===== config.mk =====
export PLATFORM = sky130hd
export DESIGN_NAME = reduce_stream_stage
export DESIGN_NICKNAME = d
export VERILOG_FILES = /design/src/rtl/reduce_stream_pkg.sv /design/src/rtl/reduce_stream_fork.sv /design/src/rtl/reduce_stream_stage.sv
export SDC_FILE = /design/constraint.sdc
export NUM_CORES = 1
export LEC_CHECK = 0
export CORE_MARGIN = 10
export CORE_UTILIZATION = 46
export DETAILED_ROUTE_END_ITERATION = 8
export PLACE_DENSITY = 0.88
export SYNTH_ARGS = -nofsm -noshare
export SYNTH_HDL_FRONTEND = slang
export SYNTH_SLANG_ARGS = --single-unit

===== constraint.sdc =====
create_clock -name CLK -period 1.65 [get_ports CLK]
set_clock_uncertainty 0.2 [all_clocks]
set_input_delay 0.33 -clock CLK [delete_from_list [all_inputs] [get_ports CLK]]
set_output_delay 0.33 -clock CLK [all_outputs]
set_load 0.05 [all_outputs]

===== src/rtl/reduce_stream_pkg.sv =====
// Shared types and defaults for the reduce_stream stage (token layout, default sizes).
// The token fields are sized by REDUCE_WIDTH_DEFAULT; the top's WIDTH must match it.
package reduce_stream_pkg;

  localparam int REDUCE_N_ARR_DEFAULT = 3;
  localparam int REDUCE_WIDTH_DEFAULT = 4;

  typedef struct packed {
    logic [REDUCE_WIDTH_DEFAULT-1:0] data;
    logic [REDUCE_WIDTH_DEFAULT-1:0] operand;
    logic                            orr;
    logic                            andr;
  } token_t;

  function automatic token_t make_token(
    input logic [REDUCE_WIDTH_DEFAULT-1:0] operand,
    input logic [REDUCE_WIDTH_DEFAULT-1:0] data
  );
    token_t t;
    t.data    = data;
    t.operand = operand;
    t.orr     = |operand;
    t.andr    = &operand;
    return t;
  endfunction

  // Combined flag, recomputed from the stored operand so it cannot drift from orr/andr.
  function automatic logic token_out(input token_t t);
    return (|t.operand) && (&t.operand);
  endfunction

endpackage


===== src/rtl/reduce_stream_fork.sv =====
// Done-mask fork: offers the head token to N consumers and retires it once all have taken it.
// Handshake: a consumer transfers when valid && ready at a rising edge; valid holds until then.
module reduce_stream_fork
  import reduce_stream_pkg::*;
#(
  parameter int N = REDUCE_N_ARR_DEFAULT + 1
) (
  input  logic         CLK,
  input  logic         RESETN,
  input  logic         head_v,
  input  logic [N-1:0] ready,
  output logic [N-1:0] valid,
  output logic         retire
);

  logic [N-1:0] done;
  logic [N-1:0] take;

  always_comb begin
    valid  = {N{head_v}} & ~done;
    take   = valid & ready;
    // Bits being set this cycle count, so all-ready retires on the first edge.
    retire = head_v && (&(done | take));
  end

  always_ff @(posedge CLK) begin
    if (!RESETN) begin
      done <= '0;
    end else if (retire) begin
      done <= '0;
    end else begin
      done <= done | take;
    end
  end

endmodule


===== src/rtl/reduce_stream_stage.sv =====
// Registered reduction stage: stores {in1, in2, |in1, &in1} tokens and forks each to N_ARR+1 consumers.
// REDUCE_STREAM_SKID_EN: 2-entry storage with registered in_ready; otherwise 1 entry with in_ready = !head_v || retire.
module reduce_stream_stage
  import reduce_stream_pkg::*;
#(
  parameter int WIDTH = REDUCE_WIDTH_DEFAULT,
  parameter int N_ARR = REDUCE_N_ARR_DEFAULT
) (
  input  logic             CLK,
  input  logic             RESETN,
  input  logic             in_valid,
  output logic             in_ready,
  input  logic [WIDTH-1:0] in1,
  input  logic [WIDTH-1:0] in2,
  output logic             out,
  output logic             orr_o,
  output logic             andr_o,
  output logic [WIDTH-1:0] data_o,
  output logic             handshake_valid,
  input  logic             handshake_ready,
  output logic [N_ARR-1:0] handshake_arr_valid,
  input  logic [N_ARR-1:0] handshake_arr_ready
);

  token_t     head;
  logic       head_v;
  logic       retire;
  logic       in_fire;
  token_t     new_tok;
  logic [N_ARR:0] fork_valid;

  always_comb begin
    in_fire = in_valid && in_ready;
    new_tok = make_token(in1, in2);
  end

  // Primary consumer owns the top bit of the fork vector.
  reduce_stream_fork #(.N(N_ARR + 1)) u_fork (
    .CLK    (CLK),
    .RESETN (RESETN),
    .head_v (head_v),
    .ready  ({handshake_ready, handshake_arr_ready}),
    .valid  (fork_valid),
    .retire (retire)
  );

  assign handshake_valid     = fork_valid[N_ARR];
  assign handshake_arr_valid = fork_valid[N_ARR-1:0];

`ifdef REDUCE_STREAM_SKID_EN
  token_t     slot1;
  logic [1:0] count;
  logic [1:0] count_next;
  logic       in_ready_q;

  assign in_ready = in_ready_q;

  always_comb begin
    count_next = count + 2'(in_fire) - 2'(retire);
  end

  always_ff @(posedge CLK) begin
    if (!RESETN) begin
      head       <= '0;
      slot1      <= '0;
      head_v     <= 1'b0;
      count      <= 2'd0;
      in_ready_q <= 1'b1;
    end else begin
      count      <= count_next;
      head_v     <= (count_next != 2'd0);
      in_ready_q <= (count_next != 2'd2);
      if (retire) begin
        // Full storage never accepts, so retire-while-full only promotes slot1.
        if (count == 2'd2) begin
          head <= slot1;
        end else if (in_fire) begin
          head <= new_tok;
        end
      end else if (in_fire) begin
        if (!head_v) begin
          head <= new_tok;
        end else begin
          slot1 <= new_tok;
        end
      end
    end
  end
`else
  assign in_ready = !head_v || retire;

  always_ff @(posedge CLK) begin
    if (!RESETN) begin
      head   <= '0;
      head_v <= 1'b0;
    end else begin
      if (in_fire) begin
        head <= new_tok;
      end
      head_v <= in_fire || (head_v && !retire);
    end
  end
`endif

  assign out    = token_out(head);
  assign orr_o  = head.orr;
  assign andr_o = head.andr;
  assign data_o = head.data;

endmodule


---- Yosys cells after proc, flatten, opt, wreduce, memory -nomap -nowiden ----
Cells that the tools add are included.
storage, ports and cells
  bits in registers ....................... 15
  latch bits .............................. 0
  memory bits (writable) .................. 0
  ROM bits ................................ 0
  bits of input ports ..................... 15
  output and inout port bits .............. 12
  logic and storage cells ................. 25
  memories ................................ 0
operators by class
  add/sub/neg operators ................... 0
  multiply operators ...................... 0
  div/mod/pow operators ................... 0
  $lt $le $gt $ge ......................... 0
  eq/ne operators ......................... 0
  shifts and indexed selects .............. 0
  mux-type cells .......................... 0
  bitwise gates (word level) .............. 5
  reductions and logical operators ........ 14
operators with widths
  cell                 number
  4-bit AND reduction  3
  4-bit AND            2
  4-bit OR reduction   2
  1-bit logical AND    4
  4-bit NOT            1
  4-bit bitwise OR     1
  1-bit logical NOT    2
  1-bit logical OR     2
  2-bit OR reduction   1
  1-bit NOT            1

---- Depth between registers and ports, before layout ----
  depth in word-level cells ............... 9
  depth in mapped cells ................... 5
  depth with buffers taken out ............ 3

---- Hierarchy ----
From an unflattened synthesis, not the netlist that was laid out.
unflattened totals
  cells, all modules ...................... 78
  area total of the unflattened synthesis .. 713.2 um^2
modules (own cells, without submodules)
  module               times used  cells an instance  area each (um^2)  seq. area each (um^2)
  reduce_stream_stage  1           56                 504.2             220.2
  reduce_stream_fork   1           22                 209.0             80.1

---- Worst setup path after synthesis ----
OpenSTA, ideal clock, no wires.
  path kind ............................... register to output
  start ................................... register head_v
  end ..................................... output handshake_arr_valid[0]
  data arrival time ....................... 1.370 ns
  data required time ...................... 1.120 ns
  slack ................................... -0.250 ns
  cell stages (with the launch flop) ...... 5
  path buffers ............................ 2
  cells stage by stage .................... dfxtp_1 > buf_2 > inv_1 > clkbuf_1 > nor2_1
on the way
  word-level cells in the longest chain between the ends .. 1
ends and longest elaborated chain
  element                   line                        RTL
  start: declaration        reduce_stream_stage.sv:26   logic head_v;
  start signal: assignment  reduce_stream_stage.sv:100  head_v <= in_fire || (head_v && !retire);
  4-bit AND                 reduce_stream_fork.sv:20    valid = {N{head_v}} & ~done;
  end: declaration          reduce_stream_stage.sv:21   output logic [N_ARR-1:0] handshake_arr_valid,
No other way between the ends.

---- Final worst setup path ----
  start ................................... register head_v
  end ..................................... output handshake_valid
on the way
  word-level cells in the longest chain between the ends .. 1
ends and longest elaborated chain
  element           line                       RTL
  4-bit AND         reduce_stream_fork.sv:20
  end: declaration  reduce_stream_stage.sv:19  output logic handshake_valid,
No other way between the ends.

==> run metrics <==
CTS tree yes; P_leak a little under 0.7 nW; Mapped Nets 131; Fill cells 115; Main synth FF type dfxtp_1; sequential area share after synthesis 0.321; 1st-iter DRT viols 81; hpwl dp around 2400 µm; GP Congestion 0.863; Worst VDD drop about 0.66 mV; Post-synth EDFFs 0; Num CTS Buffers 3; largest fanout on the critical path 5; final slew viol count 0; Die W 65.1 µm; Port Buf Inserts 26; share of flip-flops with an asynchronous set or reset 0; CP endpoint kind output pin; Core Rows 16; vias in the first global route 1186; Buf/Inv on CP 2; violated checks negative setup slack; CP arrival around 1200 ps; Final Cycle Share 1.05; Register Area between 300 and 400 µm²; total routed wirelength 3600 µm; Worst Hold Class primary input to flip-flop; area leader, netlist dfxtp_1; number of remaining DRC errors 0; Initial Util 0.482; Yosys reg bits 15; Worst slew margin 0.700; Syn Area/Cell slightly above 8 µm²; hold buffer count at cts 0; Hold Slack between 200 and 300 ps; Top Family by Delay on Critical Path buffers and inverters; Hold Fails Final Rpt 0; Reg clk slew, reported paths roughly 90 ps; clk buf depth 2; GRT Total Usage 0.169; Data required, critical path 1120 ps; synth unique cells 27; final setup vio count 6; ANT cells 0; initial antenna violation count 0; startpoint types flip-flop; largest net degree at the start of global routing 18; CP cell instances clkinvlp_4 > nor2_4 > buf_12; Final Worst Setup Slack -84.8 ps; vias per cell roughly 6.6; Root Buffer Master clkbuf_4; first-pass GRT wire length 5770 µm; NumNets Final 170; Avg WL per Cell 19.9 µm; critical path class flip-flop to output pin; status finished, violations left; Tmin final ~1700 ps; # IOs 27; Slew @ Worst Pin 450 ps; Floorplan Core Area 1940 µm²; RSZ-0062 raised after global routing yes; Max-cap violations 0; Synth area leaders dfxtp_1 32%, nand3_1 9.6%, o2111ai_1 9.4%, and3b_1 8.4%, a31oi_1 5.3%; H-tree Lvls 1; Power Density between 600 and 700 nW/µm²; worst slack, placed -357 ps; via count 1187; Clock Sinks 15; total grt overflow 0; Syn Std Cell Area 936 µm²; CP peak stage delay approximately 360 ps; layout cells sized above 1 0.390; multi-input logic area 608 µm²; post-route ant nets 0; DIE HEIGHT 65.1 µm; Die Footprint 4240 µm²; Worst-Skew Late Latency 300 ps; top-count cell post-synth nand3_1; Area Growth Syn to Fin 64.8%; Crit-path slowest cell dfxtp_2; fmax 576 MHz; Yosys Warn Count 0; top-area cell type share of the netlist area 0.321; Tot Pwr around 1.1 mW; drt pass-1 iters 5; Cells after Synth 116; most instantiated cells after synthesis 18 x nand3_1, 15 x dfxtp_1, 10 x o2111ai_1
## timing repair
action / CTS / global route
resized for setup: 19 / 5
pin swaps: 5 / 0
setup buffers: 3 / 1
setup endpoints to repair: 8 / 9
## final timing paths
path,to,cells past startpoint,slack (ps),start
hold / removal,u_fork.done[1],3,290,handshake_arr_ready[1]
setup reg to reg,data_o[2],6,0,head_v
hold reg to reg,u_fork.done[1],2,350,u_fork.done[1]
setup / recovery,handshake_valid,3,-80,head_v
## power by group
part / switching, mW / internal, mW
clock: 0.135 / 0.0905
sequential: 0.0393 / 0.391
combinational: 0.225 / 0.197
total: 0.399 / 0.679
## layer usage
metal,vias up,GRT usage,share of wire
li1,525,-,-
met1,553,0.171,0.35
met2,89,0.308,0.54
met3,20,0.0373,0.080
met4,0,0.104,0.034
met5,-,0,0
## logic make-up (layout without fill, tap and decap cells)
family / count (synthesis) / after routing / share of synthesized area
simple gates: 51 / 51 / 0.332
buf+inv: 18 / 56 / 0.0949
compound gates: 32 / 32 / 0.253
flops: 15 / 15 / 0.321
## registers in the layout, indices dropped and copies added, names as in the netlist
name         cells
andr_o           1
head_v           1
orr_o            1
u_fork.done      4
data_o           4
head             4
## worst register-to-register path: cells and delay by family, from the launching register on
kind / cells / cell delay [ps]
buffers and inverters: 4 / 700
AOI/OAI and AO/OA: 1 / 160
DFF: 1 / 360
and+or+nand+nor: 1 / 120
## layout by cell type, fill, tap and decap left out, types with 2 or more instances in the layout
cell / count
o2111ai_1: 10
dfxtp_1: 9
nor2_1: 5
nand3_1: 18
buf_12: 11
dfxtp_4: 3
a32oi_1: 2
nand4_1: 2
o22a_1: 2
nor2_4: 4
dfxtp_2: 3
a31oi_1: 7
clkdlybuf4s50_1: 10
dlygate4sd2_1: 4
buf_4: 24
a21oi_1: 4
and3b_1: 9
clkbuf_4: 3
and3_1: 7
## cell type report
type	count	area share
clock buffers	3	0.0146
inverters	2	0.00730
multi-input cells	83	0.394
repair buffers	50	0.354
well taps	27	0.0219
clock inverters	1	0.00324
flip-flops and latches	15	0.204
## metrics by stage
stage	instances	area (µm²)	utilization	setup TNS, ps
2_1_floorplan	116	950	-	-322
3_3_place_gp	173	1420	0.731	-2220
3_5_place_dp	173	1420	0.731	-3440
4_1_cts	180	1520	0.782	-296
5_1_grt	181	1540	0.794	-855
6_report	181	1540	0.794	-322
(Power assumes the default switching activity.)
==> edit 1 (config.mk and constraints unchanged) <==
Change the package constant `REDUCE_N_ARR_DEFAULT` from 3 to 5.
--- a/src/rtl/reduce_stream_pkg.sv
+++ b/src/rtl/reduce_stream_pkg.sv
@@ -2,7 +2,7 @@
 // The token fields are sized by REDUCE_WIDTH_DEFAULT; the top's WIDTH must match it.
 package reduce_stream_pkg;
 
-  localparam int REDUCE_N_ARR_DEFAULT = 3;
+  localparam int REDUCE_N_ARR_DEFAULT = 5;
   localparam int REDUCE_WIDTH_DEFAULT = 4;
 
   typedef struct packed {
Interface: changed (resized handshake_arr_ready and handshake_arr_valid); port bits go from 27 to 31. No check against the original RTL was run, so the function may have changed too.
==> edit 1 against the unedited design <==
The flow still finishes with violations (negative setup slack). Sequential power grew 10%. Largest power group is now combinational logic. Register-to-register slack lost 130 ps. Final area grew 16%. Utilization grew 2.9 points. Setup slack lost 180 ps. Critical path depth is the same. Routed wire length grew 23%. Total power grew 13%. Area after synthesis grew 9.4%. Global-route usage grew 3.7 points. Synthesized cell count grew 6.9%. Sequential cell count grew 2. Critical path type unchanged.
==> edit 1: results (changes against the unedited design) <==
Status
  • Status: finished, violations left (unchanged)
  • Failing checks: negative setup slack (unchanged)

Logic synthesis
  • Yosys cell types: 23 (was 27)
  • Post-synthesis sequential area ratio: 33.3% (was 32.1%)
  • Post-synthesis compound-gate area fraction: 32.8% (was 25.3%)
  • Main area contributors after synthesis: dfxtp_1 33%, o41ai_1 9.4%, and3b_1 7.7% (was dfxtp_1 32%, nand3_1 9.6%, o2111ai_1 9.4%)
  • Post-synthesis adder-cell area fraction: 0% (unchanged)
  • Most instantiated cells after synthesis: 17 x dfxtp_1, 11 x clkbuf_1, 11 x o41ai_1 (was 18 x nand3_1, 15 x dfxtp_1, 10 x o2111ai_1)
  • Net count after synthesis: 141 (was 131)
  • Synthesized area per cell: 8.25 um2 (was 8.07 um2)

Place
  • Final Wtd Congestion: 0.869 (was 0.863)
  • IO Port Bufs: 30 (was 26)
  • HPWL Detailed: 2900 um (was 2440 um)

Clock tree
  • Worst-Skew Late Latency: 310 ps
  • Max H-tree Level: 1 (unchanged)
  • Clock transition at path regs: 120 ps (was 90 ps)

Cells and area
  • Fillers: 137 (was 115)
  • Layout Nets: 190 (was 170)
  • Largest Register: u_fork.done
  • Layout cells sized above 1: 41.3% (was 39.0%)

Worst setup path
  • CP max stage cell: dfxtp_1 (was dfxtp_2)
  • Max stage delay on crit path: 430 ps (was 360 ps)
  • CP arrival: 1390 ps (was 1200 ps)
  • CP top delay family: flip-flops (was buffers and inverters)
  • Highest net fanout along the worst path: 4 (was 5)

Global routing
  • Vias in the first global route: 1445 (was 1186)
  • GRT Total Usage: 20.5% (was 16.9%)
  • Wire length of the first global-routing pass: 7210 um (was 5770 um)
  • Largest net degree at the start of global routing: 17 (was 18)

STA
  • Setup_tns: -2630 ps (was -322 ps)
  • Final Setup Violations: 23 (was 6)
  • Setup ws final: -267 ps (was -84.8 ps)
  • Worst rel slew slack: 72.5% (was 70.0%)

Detailed routing
  • First-pass iteration count of the detailed router: 4 (was 5)
  • 1st-iter DRT viols: 130 (was 81)
  • Average wire per standard cell: 22.0 um (was 19.9 um)
  • Drt via density: 6.78 (was 6.56)
  • Post-Route WL: 4430 um (was 3600 um)

Pwr
  • Pleak: 0.742 nW (was 0.676 nW)
  • VDD IR max: 0.000750 V (was 0.000656 V)

Hold path
  • Worst Hold Class: input port to register (unchanged)
edit 1: cell count changes after synthesis, sizes merged, moves of 4 or more:
cell	delta
a211oi	+6
clkbuf	+4
nand3	-10
o2111ai	-10
o211ai	+10
o41ai	+11
edit 1: layout make-up:
| type | instances | area, um2 | share of cell area (%) |
|---|---|---|---|
| Multi-Input combinational cell | 87 | 697 | 39.0 |
| Clock buffer | 3 | 22.5 | 1.26 |
| Timing Repair Buffer | 61 | 661 | 37.0 |
| Sequential cell | 17 | 352 | 19.7 |
| Tap cell | 28 | 35.0 | 1.96 |
| Antenna cell | 1 | 2.50 | 0.140 |
| Inverter | 3 | 11.3 | 0.630 |
| Clock inverter | 1 | 6.26 | 0.350 |
edit 1: metrics by stage:
stage / cell area (um2) / setup slack (ps)
floorplan: 1090 / -71.9
global placement: 1680 / -489
detailed placement: 1680 / -558
CTS: 1780 / -270
global route: 1780 / -311
finish: 1790 / -267
edit 1: what timing repair did:
| action | 4_1_cts | 5_1_grt |
|---|---|---|
| resized for setup | 16 | 4 |
| pin swaps | 3 | 4 |
| setup endpoints to repair | 22 | 24 |
| hold buffers | 0 | 0 |
| buffers inserted | 4 | 0 |
edit 1: cells by family (layout without fill, tap and decap cells):
logic type      after synthesis  after routing
compound gates               46             46
buf+inv                      20             68
flops                        17             17
other cells                   0              1
simple gates                 41             41
edit 1: per-layer routing:
layer	vias up	routed length [um]	global-route usage [%]
met1	652	1540	21.7
met5	-	0	0
met4	0	136	10.8
met3	14	387	4.96
met2	102	2360	36.8
li1	595	-	-
edit 1: tightest hold or removal path, cell delays in order:
cell	delay, ps
dlygate4sd2_1	270
a21oi_1	200
a211oi_2	60
edit 1: worst paths after layout:
path / start / to / slack [ps] / cells past startpoint
hold / removal: handshake_arr_ready[0] / u_fork.done[0] / 380 / 3
hold reg to reg: orr_o / orr_o / 430 / 2
setup reg to reg: head_v / u_fork.done[3] / -130 / 6
setup / recovery: u_fork.done[5] / in_ready / -270 / 3
edit 1: where the power goes:
part	switching [mW]	leakage [nW]	total (mW)	internal, mW
clock network	0.160	0.0183	0.254	0.0942
logic	0.265	0.581	0.493	0.228
registers	0.0342	0.143	0.476	0.442
==> edit 2 (same settings) <==
Without the edit above. The option `REDUCE_STREAM_SKID_EN` is turned on by a define.
--- a/src/rtl/reduce_stream_stage.sv
+++ b/src/rtl/reduce_stream_stage.sv
@@ -1,5 +1,7 @@
 // Registered reduction stage: stores {in1, in2, |in1, &in1} tokens and forks each to N_ARR+1 consumers.
 // REDUCE_STREAM_SKID_EN: 2-entry storage with registered in_ready; otherwise 1 entry with in_ready = !head_v || retire.
+`define REDUCE_STREAM_SKID_EN
+
 module reduce_stream_stage
   import reduce_stream_pkg::*;
 #(
Function: changed (a bounded check fails within 4 cycles, from zero or initial values and one cycle with RESETN low).
==> edit 2 against the unedited design <==
The run still ends with negative setup slack left. Final area grew 33%. Total power rose to 3.0 times the old value. Non-clock buffer count rose by 3. Clock power rose by 50%. First-iteration DRC count is 30% lower. Die area increased by 22%. Register-to-register slack lost 370 ps. Area after synthesis increased by 33%. Sequential cell count grew 13. Setup slack worse by 290 ps. Routed wire length is 7.1% higher. Largest cell class unchanged. Highest routed layer unchanged.
==> edit 2: results (changes against the unedited design) <==
Place
  • Final Wtd Congestion: 0.790 (was 0.863)
  • Post-Place Cell Area: 1790 um2 (was 1420 um2)
  • DP Worst Slack: -916 ps (was -357 ps)

STA
  • Hold Slack: 255 ps (was 289 ps)
  • Setup ws final: -373 ps (was -84.8 ps)
  • Final Setup Violations: 15 (was 6)

Status
  • Failing checks: negative setup slack (unchanged)
  • Status: finished, violations left (unchanged)

Global routing
  • GR Util met1: 13.2% (was 17.1%)
  • M2 GR Usage: 24.7% (was 30.8%)

Hold path
  • Hold Crit Endpoint: u_fork.done[3] (was u_fork.done[1])

Pwr
  • Pleak: 0.865 nW (was 0.676 nW)
  • VDD IR max: 0.00139 V (was 0.000656 V)

Logic synthesis
  • Post-synthesis sequential area ratio: 45.1% (was 32.1%)
  • Net count after synthesis: 147 (was 131)
  • Most instantiated cells after synthesis: 28 x dfxtp_1, 20 x mux2i_1, 18 x nor2_1 (was 18 x nand3_1, 15 x dfxtp_1, 10 x o2111ai_1)
  • Post-synthesis compound-gate area fraction: 14.2% (was 25.3%)

Worst setup path
  • CP Capture Point: in_ready (was handshake_valid)
  • Flop2flop setup slack: -370 ps (was 0 ps)
  • Reg2reg start: u_fork.done[2] (was head_v)
  • CP top delay family: adder cells (was buffers and inverters)

Clock tree
  • Post-CTS Setup Repair Bufs: 2 (was 3)

Detailed routing
  • Post-Route WL: 3860 um (was 3600 um)

Cells and area
  • Final Cell Area: 2050 um2 (was 1540 um2)
  • Layout cells sized above 1: 45.5% (was 39.0%)
-- edit 2: changes by cell type after synthesis, moves of 9 or more --
cell and delta:
mux2i_1 +20, o2111ai_1 -10, a211oi_1 +9, and3b_1 -9, nor2_1 +9, dfxtp_1 +13, nand3_1 -17, a21oi_1 +9
-- edit 2: power by group through the flow --
stage               combinational (mW)  sequential (mW)  clock, mW
floorplan                        0.842             1.00          0
global placement                  1.54            0.964          0
detailed placement                1.58            0.975          0
CTS                               1.68            0.966      0.338
global route                      1.99             1.01      0.367
finish                            1.89            0.991      0.338
-- edit 2: logic make-up after synthesis --
group                    Yosys count
XOR/XNOR                           2
flip-flops                        28
adder cells (fa/ha/maj)            2
AND/OR/NAND/NOR                   34
AO/OA/AOI/OAI                     27
multiplexers                      20
buffers and inverters             17
-- edit 2: area by class of cell --
cell class	instances	share of cell area, %
clock buffers	4	1.77
well taps	30	1.83
repair buffers	53	30.7
inverters	6	1.10
flip-flops and latches	28	27.8
multi-input cells	85	36.9
